<file path="src/rtl/fetch_unit.sv">
// Instruction fetch stage: owns the PC, addresses the ROM and buffers fetched
// {pc, instr} pairs in a small FIFO presented to decode over valid/ready.
module fetch_unit #(
  parameter logic [31:0] RESET_PC  = 32'h0000_0000,
  parameter int unsigned ROM_BYTES = 800,
  parameter int unsigned DEPTH     = 2
) (
  input  logic        i_clk,
  input  logic        i_rst,
  output logic [31:0] o_rom_addr,
  input  logic [31:0] i_rom_data,
  input  logic        i_redirect,
  input  logic [31:0] i_redirect_pc,
  output logic        o_valid,
  input  logic        i_ready,
  output logic [31:0] o_instr,
  output logic [31:0] o_instr_pc,
  output logic        o_fault
);

  localparam int unsigned PTR_W   = (DEPTH > 1) ? $clog2(DEPTH) : 1;
  localparam int unsigned CNT_W   = $clog2(DEPTH + 1);
  localparam logic [31:0] LAST_PC = 32'(ROM_BYTES - 4);

  logic [31:0]      pc_q, pc_d;
  logic             fault_q, fault_d;
  logic [PTR_W-1:0] wr_ptr_q, wr_ptr_d;
  logic [PTR_W-1:0] rd_ptr_q, rd_ptr_d;
  logic [CNT_W-1:0] count_q, count_d;
  logic [31:0]      mem_pc_q    [DEPTH];
  logic [31:0]      mem_instr_q [DEPTH];

  logic pop, push, in_range;

  // Next-state: redirect overrides everything and flushes the FIFO.
  always_comb begin
    pc_d     = pc_q;
    fault_d  = fault_q;
    wr_ptr_d = wr_ptr_q;
    rd_ptr_d = rd_ptr_q;
    count_d  = count_q;
    in_range = (pc_q <= LAST_PC);
    pop      = (count_q != '0) & i_ready;
    push     = ~fault_q & ~i_redirect & in_range & ((count_q < CNT_W'(DEPTH)) | pop);

    if (i_redirect) begin
      pc_d     = i_redirect_pc;
      fault_d  = (i_redirect_pc[1:0] != 2'b00) | (i_redirect_pc > LAST_PC);
      wr_ptr_d = '0;
      rd_ptr_d = '0;
      count_d  = '0;
    end else begin
      if (push) begin
        pc_d     = pc_q + 32'd4;
        wr_ptr_d = wr_ptr_q + PTR_W'(1);
      end
      if (pop) begin
        rd_ptr_d = rd_ptr_q + PTR_W'(1);
      end
      case ({push, pop})
        2'b10:   count_d = count_q + CNT_W'(1);
        2'b01:   count_d = count_q - CNT_W'(1);
        default: count_d = count_q;
      endcase
      if (!in_range) begin
        fault_d = 1'b1;
      end
    end
  end

  always_ff @(posedge i_clk or posedge i_rst) begin
    if (i_rst) begin
      pc_q     <= RESET_PC;
      fault_q  <= 1'b0;
      wr_ptr_q <= '0;
      rd_ptr_q <= '0;
      count_q  <= '0;
    end else begin
      pc_q     <= pc_d;
      fault_q  <= fault_d;
      wr_ptr_q <= wr_ptr_d;
      rd_ptr_q <= rd_ptr_d;
      count_q  <= count_d;
    end
  end

  // Payload storage needs no reset: outputs are masked while the FIFO is empty.
  always_ff @(posedge i_clk) begin
    if (push) begin
      mem_pc_q[wr_ptr_q]    <= pc_q;
      mem_instr_q[wr_ptr_q] <= i_rom_data;
    end
  end

  assign o_rom_addr = pc_q;
  assign o_valid    = (count_q != '0);
  assign o_instr    = o_valid ? mem_instr_q[rd_ptr_q] : 32'h0;
  assign o_instr_pc = o_valid ? mem_pc_q[rd_ptr_q] : 32'h0;
  assign o_fault    = fault_q;

endmodule

</file>
<file path="config.mk">
export PLATFORM = sky130hd
export DESIGN_NAME = fetch_unit
export DESIGN_NICKNAME = d
export VERILOG_FILES = /design/src/rtl/fetch_unit.sv
export SDC_FILE = /design/constraint.sdc
export NUM_CORES = 1
export LEC_CHECK = 0
export CELL_PAD_IN_SITES_DETAIL_PLACEMENT = 1
export CELL_PAD_IN_SITES_GLOBAL_PLACEMENT = 2
export CORE_ASPECT_RATIO = 1.4
export CORE_UTILIZATION = 46
export CTS_CLUSTER_SIZE = 28
export DETAILED_ROUTE_END_ITERATION = 10
export DONT_BUFFER_PORTS = 1
export GPL_ROUTABILITY_DRIVEN = 1
export PLACE_DENSITY = 0.8
export SYNTH_ARGS = -nofsm -noshare
export SYNTH_HDL_FRONTEND = slang
export SYNTH_SLANG_ARGS = --single-unit
</file>
<file path="constraint.sdc">
create_clock -name i_clk -period 7.8 [get_ports i_clk]
set_input_delay 1.56 -clock i_clk [delete_from_list [all_inputs] [get_ports i_clk]]
set_output_delay 1.56 -clock i_clk [all_outputs]
set_load 0.05 [all_outputs]
</file>
==> results by group, run 1 <==
CTS
  • Clock Tree Buf Depth: 2
  • H-tree depth: 4
  • CTS tree: yes
  • Hold Buf Count CTS: 0
  • Clock Latency Late Sink: ~420 ps
  • Post-CTS sizing: 0
  • Post-CTS setup buffer count: 0
  • Clk slew on worst S/H paths: 70 ps
  • Clk sink count: 165
  • Clock Tree Root: clkbuf_16
  • CTS buffer count: 17

Setup path
  • Critical path type: flop to output pin
  • Worst reg2reg path depth: 5
  • Worst-path fanout max: 65
  • Worst Path Arrival: approximately 2600 ps
  • R2r startpoint: o_rom_addr[26]
  • CP cell instances: mux2i_1 -> nor2_1
  • Count of buffer and inverter cells on the critical path: 0
  • CP top delay family: flip-flops
  • Worst setup EP type: output pin
  • Crit path capture: o_instr_pc[29]
  • Slowest Stage Delay on Critical Path: approximately 1200 ps
  • Crit path from: rd_ptr_q
  • Crit path launch type: flop
  • Critical Path RT: 6240 ps
  • R2R Setup Slk: 3860 ps
  • Slowest CP cell: dfrtp_4
  • R2R Path End: mem_pc_q[0][31]
  • Crit path depth: 2

Layout
  • Antenna cells: 0
  • NumNets Final: 492
  • Fraction of layout cells with a size suffix above 1: around 17%
  • Fillers: between 1k and 1.5k
  • Sequential cell area: 4770 µm²
  • Final instance area: around 7300 µm²
  • Multi-input gate area: between 1500 and 2000 µm²
  • P&R area growth vs syn: 11.2%

Pwr
  • Comb power frac: 1.8%
  • Clk pwr share: ~40%
  • Pwr/cell area: 254 nW/µm²
  • Peak supply drop: around 0.13 mV
  • Leakage: between 2 and 2.5 nW
  • Psw: about 0.00045 W
  • Power share of the sequential group: approximately 57%
  • Int Power: 0.00141 W
  • Sw frac: ~24%

STA
  • Final hold violations: 0
  • RSZ-0062 raised after global routing: no
  • Final cycle utilization of the critical path: ~54%
  • Final Skew: approximately 9.6 ps
  • Worst setup margin: between 3000 and 4000 ps
  • Fmax: between 200 and 250 MHz
  • Max Slew Vio Count: 0
  • Setup tns final: 0 ps
  • Tightest Pin Transition: ~1100 ps
  • Final setup viols: 0
  • Rel. slew slack: about 24%
  • Final min period: 4200 ps

Global routing
  • Vias in the first global route: between 3k and 4k
  • Initial antenna violation count: 0
  • Remaining Overflow, GRT: 0
  • Total GRT Usage: 19.1%
  • Largest net degree at the start of global routing: 66
  • First-pass GRT wire length: between 20000 and 25000 µm

Yosys
  • Syn_nets: about 490
  • Syn_area_per_cell: between 15 and 20 µm²
  • Most common library cells after synthesis: 128 x edfxtp_1, 69 x nor2_1, 66 x mux2i_1
  • Most common cell in the synthesized netlist: edfxtp_1
  • Ranking of synthesized cells by area: edfxtp_1 58%, dfrtp_1 14%, mux2i_1 10%
  • Syn Std Cell Area: between 6000 and 7000 µm²
  • Yosys cell types: 39
  • Ys async rst share: between 20% and 30%
  • Syn Inst Count: 420
  • Yosys warnings: 0
  • Yosys reg bits: about 170
  • Sequential element share of the synthesized area: ~73%
  • Synth area leader: edfxtp_1
  • Yosys top cell area share: between 50% and 60%
  • Most used DFF post-synth: edfxtp_1
  • Number of synthesized flops with an enable pin: 128

Drt
  • Drt first pass iters: 4
  • Mean routed wirelength per cell: 22.0 µm
  • Via count: 3469
  • Wirelength, routed: 13700 µm
  • 1st-iter DRT viols: 72
  • Vias per cell: 5.59
  • Routed Antenna Nets: 0
  • DRC: 0

Floorplanning
  • Area of the core: approximately 14000 µm²
  • Die area: 14800 µm²
  • Die H: around 140 µm
  • Num rows: 51
  • Die width: 103 µm
  • Initial Util: between 40% and 50%
  • Top Ports: 166

Place
  • Hpwl dp: 9380 µm
  • Post-DP Area: 6760 µm²
  • Dpl ws: approximately 3200 ps
  • GP Congestion: 0.770
  • Port Buffers: 0

Worst hold path
  • Min-delay worst type: flop to flop

Job
  • MaxCap Viol Count: 0

Outcome
  • Outcome: complete, no violations
==> worst min-delay path by stage <==
| stage | startpoint | endpoint | depth (start not counted) |
|---|---|---|---|
| final | count_q[0] | count_q[0] | 1 |
| after global routing | count_q[0] | count_q[0] | 1 |
| after CTS | count_q[0] | count_q[0] | 1 |
| after detailed placement | count_q[0] | count_q[0] | 1 |
| after global placement | count_q[0] | count_q[0] | 1 |
| after floorplan | count_q[0] | count_q[0] | 1 |
==> final cells by class <==
cell class | count | area share [%]
clock inverters | 13 | 1.40
multi-input cells | 228 | 23.3
flip-flops and latches | 165 | 65.3
inverters | 7 | 0.360
clock buffers | 19 | 6.06
well taps | 185 | 3.17
repair buffers | 4 | 0.411
==> cell families after synthesis <==
group	share of synthesized area [%]
and+or+nand+nor	8.03
xor gates and xnor gates	0.400
buffers and inverters	1.79
AOI/OAI and AO/OA	2.00
muxes	15.0
DFF	72.6
adders and majority gates	0.190
==> power groups by stage <==
stage	sequential (W)	combinational (W)	clock, W
finish	0.00106	0.0000333	0.000760
global route	0.00107	0.0000377	0.000808
CTS	0.00106	0.0000342	0.000775
detailed placement	0.00108	0.0000339	0
global placement	0.00108	0.0000330	0
floorplan	0.00107	0.0000321	0
==> layer usage <==
metal / vias up / wire [µm] / GRT usage (%)
li1: 1574 / - / -
met1: 1765 / 5060 / 21.4
met2: 118 / 7550 / 34.1
met3: 12 / 908 / 5.50
met4: 0 / 152 / 6.67
met5: - / 0 / 0
==> through the flow <==
step	hold slack [ps]	total power (W)	utilization (%)	cells
global route	658	0.00191	52.5	621
detailed placement	615	0.00112	48.6	589
floorplan	503	0.00110	-	420
CTS	624	0.00187	52.5	621
finish	616	0.00186	52.5	621
global placement	579	0.00111	48.6	589
==> cells in the final DEF, fill, tap and decap left out, drive strengths merged <==
| cell type | instances |
|---|---|
| a21oi | 2 |
| a221oi | 1 |
| a22oi | 2 |
| a31oi | 2 |
| a32oi | 3 |
| and2 | 1 |
| and3 | 2 |
| buf | 4 |
| clkbuf | 19 |
| clkinv | 4 |
| clkinvlp | 6 |
| dfrtp | 37 |
| edfxtp | 128 |
| ha | 1 |
| inv | 10 |
| mux2 | 29 |
| mux2i | 66 |
| nand2 | 10 |
| nand2b | 1 |
| nand3 | 1 |
| nand3b | 1 |
| nand4 | 2 |
| nor2 | 69 |
| nor2b | 3 |
| nor3 | 4 |
| nor4 | 12 |
| nor4b | 2 |
| o211ai | 1 |
| o21a | 1 |
| o21ai | 7 |
| o311ai | 1 |
| or4 | 1 |
| xnor2 | 1 |
| xor2 | 2 |
==> sequential cells by signal, indices dropped and copies added, names as in the netlist <==
signal	count
rd_ptr_q	1
mem_pc_q	64
count_q	2
wr_ptr_q	1
o_fault	1
o_rom_addr	32
mem_instr_q	64
Power figures use the tool's default switching activity.
==> run 2: changes to the inputs <==
--- a/config.mk
+++ b/config.mk
@@ -8,12 +8,12 @@
 export CELL_PAD_IN_SITES_DETAIL_PLACEMENT = 1
 export CELL_PAD_IN_SITES_GLOBAL_PLACEMENT = 2
 export CORE_ASPECT_RATIO = 1.4
-export CORE_UTILIZATION = 46
+export CORE_UTILIZATION = 43
 export CTS_CLUSTER_SIZE = 28
 export DETAILED_ROUTE_END_ITERATION = 10
 export DONT_BUFFER_PORTS = 1
 export GPL_ROUTABILITY_DRIVEN = 1
-export PLACE_DENSITY = 0.8
+export PLACE_DENSITY = 0.75
 export SYNTH_ARGS = -nofsm -noshare
 export SYNTH_HDL_FRONTEND = slang
 export SYNTH_SLANG_ARGS = --single-unit
==> constraint.sdc (replaced) <==
create_clock -name i_clk -period 4.2 [get_ports i_clk]
set_input_delay 0.84 -clock i_clk [delete_from_list [all_inputs] [get_ports i_clk]]
set_output_delay 0.84 -clock i_clk [all_outputs]
set_load 0.05 [all_outputs]
==> run 2 against run 1 <==
Register-to-register slack worse by 2900 ps; sequential power up 86%; first-iteration DRC count grew 85%; utilization shrank 3.2 points; global-route usage shrank 0.72 points; clock power grew 91%; flip-flop and latch count unchanged; hold slack worse by 260 ps; critical path depth is 1 higher; count of clock-buffer cells in the layout unchanged; combinational power rose by 89%; critical endpoint is now o_instr_pc[18]; highest routed layer unchanged.
==> results by group, run 2 (synthesis results as in run 1) <==
Outcome
  • Outcome: complete, no violations

Layout
  • Final instance area: approximately 7400 µm²
  • Fraction of layout cells with a size suffix above 1: 17.8%
  • Commonest non-fill, non-tap cell in the layout: edfxtp_1
  • P&R area growth vs syn: 12.5%
  • NumNets Final: about 500
  • Antenna cells: 0
  • Fillers: around 1.5k
  • Most frequent cells in the layout: 128 x edfxtp_1, 68 x nor2_1, 66 x mux2i_1, 36 x dfrtp_1, 29 x mux2_2

STA
  • Tightest Pin Transition: approximately 1000 ps
  • Final setup viols: 0
  • Final cycle utilization of the critical path: about 78%
  • Rel. slew slack: roughly a third
  • Max Slew Vio Count: 0
  • RSZ-0062 raised after global routing: no
  • Final Skew: between 9 and 10 ps
  • Setup tns final: 0 ps
  • Final min period: 3290 ps
  • Worst setup margin: just over 900 ps
  • Final hold violations: 0
  • Fmax: approximately 300 MHz

Floorplanning
  • Area of the core: around 15000 µm²
  • Die width: approximately 110 µm
  • Num rows: 53
  • Die area: 15800 µm²
  • Die H: about 150 µm
  • Initial Util: approximately 44%
  • Top Ports: approximately 170

Place
  • Port Buffers: 0
  • Dpl ws: roughly 850 ps
  • GP Congestion: between 0.7 and 0.8
  • Hpwl dp: 9740 µm
  • Post-DP Area: between 6000 and 7000 µm²

Pwr
  • Peak supply drop: approximately 0.25 mV
  • Int Power: 0.00263 W
  • Sw frac: ~25%
  • Power share of the sequential group: between 50% and 60%
  • Pwr/cell area: 472 nW/µm²
  • Comb power frac: ~1.8%
  • Clk pwr share: 41.6%
  • Psw: ~0.00086 W
  • Leakage: between 2 and 2.5 nW

Drt
  • WL met2: between 7000 and 8000 µm
  • Mean routed wirelength per cell: approximately 22 µm
  • Drt first pass iters: 4
  • Wirelength, routed: 14000 µm
  • Highest metal used: met4
  • Via count: around 3.5k
  • Routed Antenna Nets: 0
  • WL met3: between 800 and 900 µm
  • 1st-iter DRT viols: approximately 130
  • M1 WL: roughly 5500 µm
  • Vias per cell: between 5 and 6
  • DRC: 0

Global routing
  • Vias in the first global route: approximately 3.7k
  • First-pass GRT wire length: around 21000 µm
  • Initial antenna violation count: 0
  • Remaining Overflow, GRT: 0
  • Largest net degree at the start of global routing: 50
  • Total GRT Usage: a little under a fifth

CTS
  • Post-CTS setup buffer count: 0
  • Clock Tree Root: clkbuf_16
  • Clk sink count: about 170
  • H-tree depth: 4
  • Post-CTS sizing: 0
  • Clock Tree Buf Depth: 2
  • Clk slew on worst S/H paths: 70 ps
  • Hold Buf Count CTS: 0
  • Clock Latency Late Sink: 410 ps
  • CTS buffer count: 17
  • CTS tree: yes

Job
  • MaxCap Viol Count: 0

Setup path
  • Worst reg2reg path depth: 6
  • R2R Path End: mem_pc_q[0][14]
  • Critical path type: flop to output pin
  • Worst-path fanout max: 22
  • R2R Setup Slk: 920 ps
  • Crit path launch type: flop
  • Worst Path Arrival: 2450 ps
  • Worst setup EP type: output pin
  • R2r startpoint: o_rom_addr[26]
  • Critical Path RT: around 3400 ps

Worst hold path
  • Min-delay worst type: input port to asynchronous set/reset pin
## run 2: cell count changes in the layout (fill, tap and decap cells not counted)
cell / delta
and2_2: -1
and2_4: +1
buf_12: +1
buf_4: +6
clkinv_4: +1
clkinvlp_4: -5
inv_6: +2
inv_8: +2
## run 2: cell type report
type / count / area, µm² / area share [%]
Sequential cell: 165 / 4770 / 64.6
Inverter: 7 / 26.3 / 0.355
Clock buffer: 19 / 443 / 5.99
Timing Repair Buffer: 11 / 95.1 / 1.29
Clock inverter: 13 / 114 / 1.54
Multi-Input combinational cell: 228 / 1700 / 23.0
Tap cell: 192 / 240 / 3.25
## run 2: routing by layer
metal / up-vias / GRT usage [%]
li1: 1587 / -
met1: 1756 / 20.6
met2: 111 / 33.0
met3: 13 / 5.52
met4: 0 / 6.16
met5: - / 0
## run 2: power by group through the flow
stage,logic [W],clock network (W),registers [W]
6_report,0.0000631,0.00145,0.00197
2_1_floorplan,0.0000596,0,0.00198
3_3_place_gp,0.0000611,0,0.00201
5_1_grt,0.0000711,0.00154,0.00198
3_5_place_dp,0.0000642,0,0.00201
4_1_cts,0.0000645,0.00149,0.00197
## run 2: worst max path at each step
stage | from | endpoint | slack, ps
CTS | rd_ptr_q | o_instr[11] | 850
detailed placement | o_rom_addr[17] | mem_pc_q[0][23] | 850
global placement | o_rom_addr[17] | mem_pc_q[0][24] | 910
finish | rd_ptr_q | o_instr_pc[18] | 910
floorplan | i_redirect | mem_instr_q[0][0] | 120
global route | o_rom_addr[26] | mem_pc_q[0][13] | 710
## run 2: through the flow
| step | instances | hold WS [ps] | total power, W | utilization [%] |
|---|---|---|---|---|
| floorplan | 420 | 503 | 0.00204 | - |
| global placement | 603 | 569 | 0.00207 | 45.6 |
| detailed placement | 603 | 632 | 0.00207 | 45.6 |
| CTS | 635 | 345 | 0.00353 | 49.3 |
| global route | 635 | 385 | 0.00359 | 49.3 |
| finish | 635 | 358 | 0.00349 | 49.3 |
## run 2: worst max-delay path, cell delays in order (launching register included)
cell     delay [ps]
dfrtp_4         690
buf_4           440
mux2i_1         130
nor2_1          760
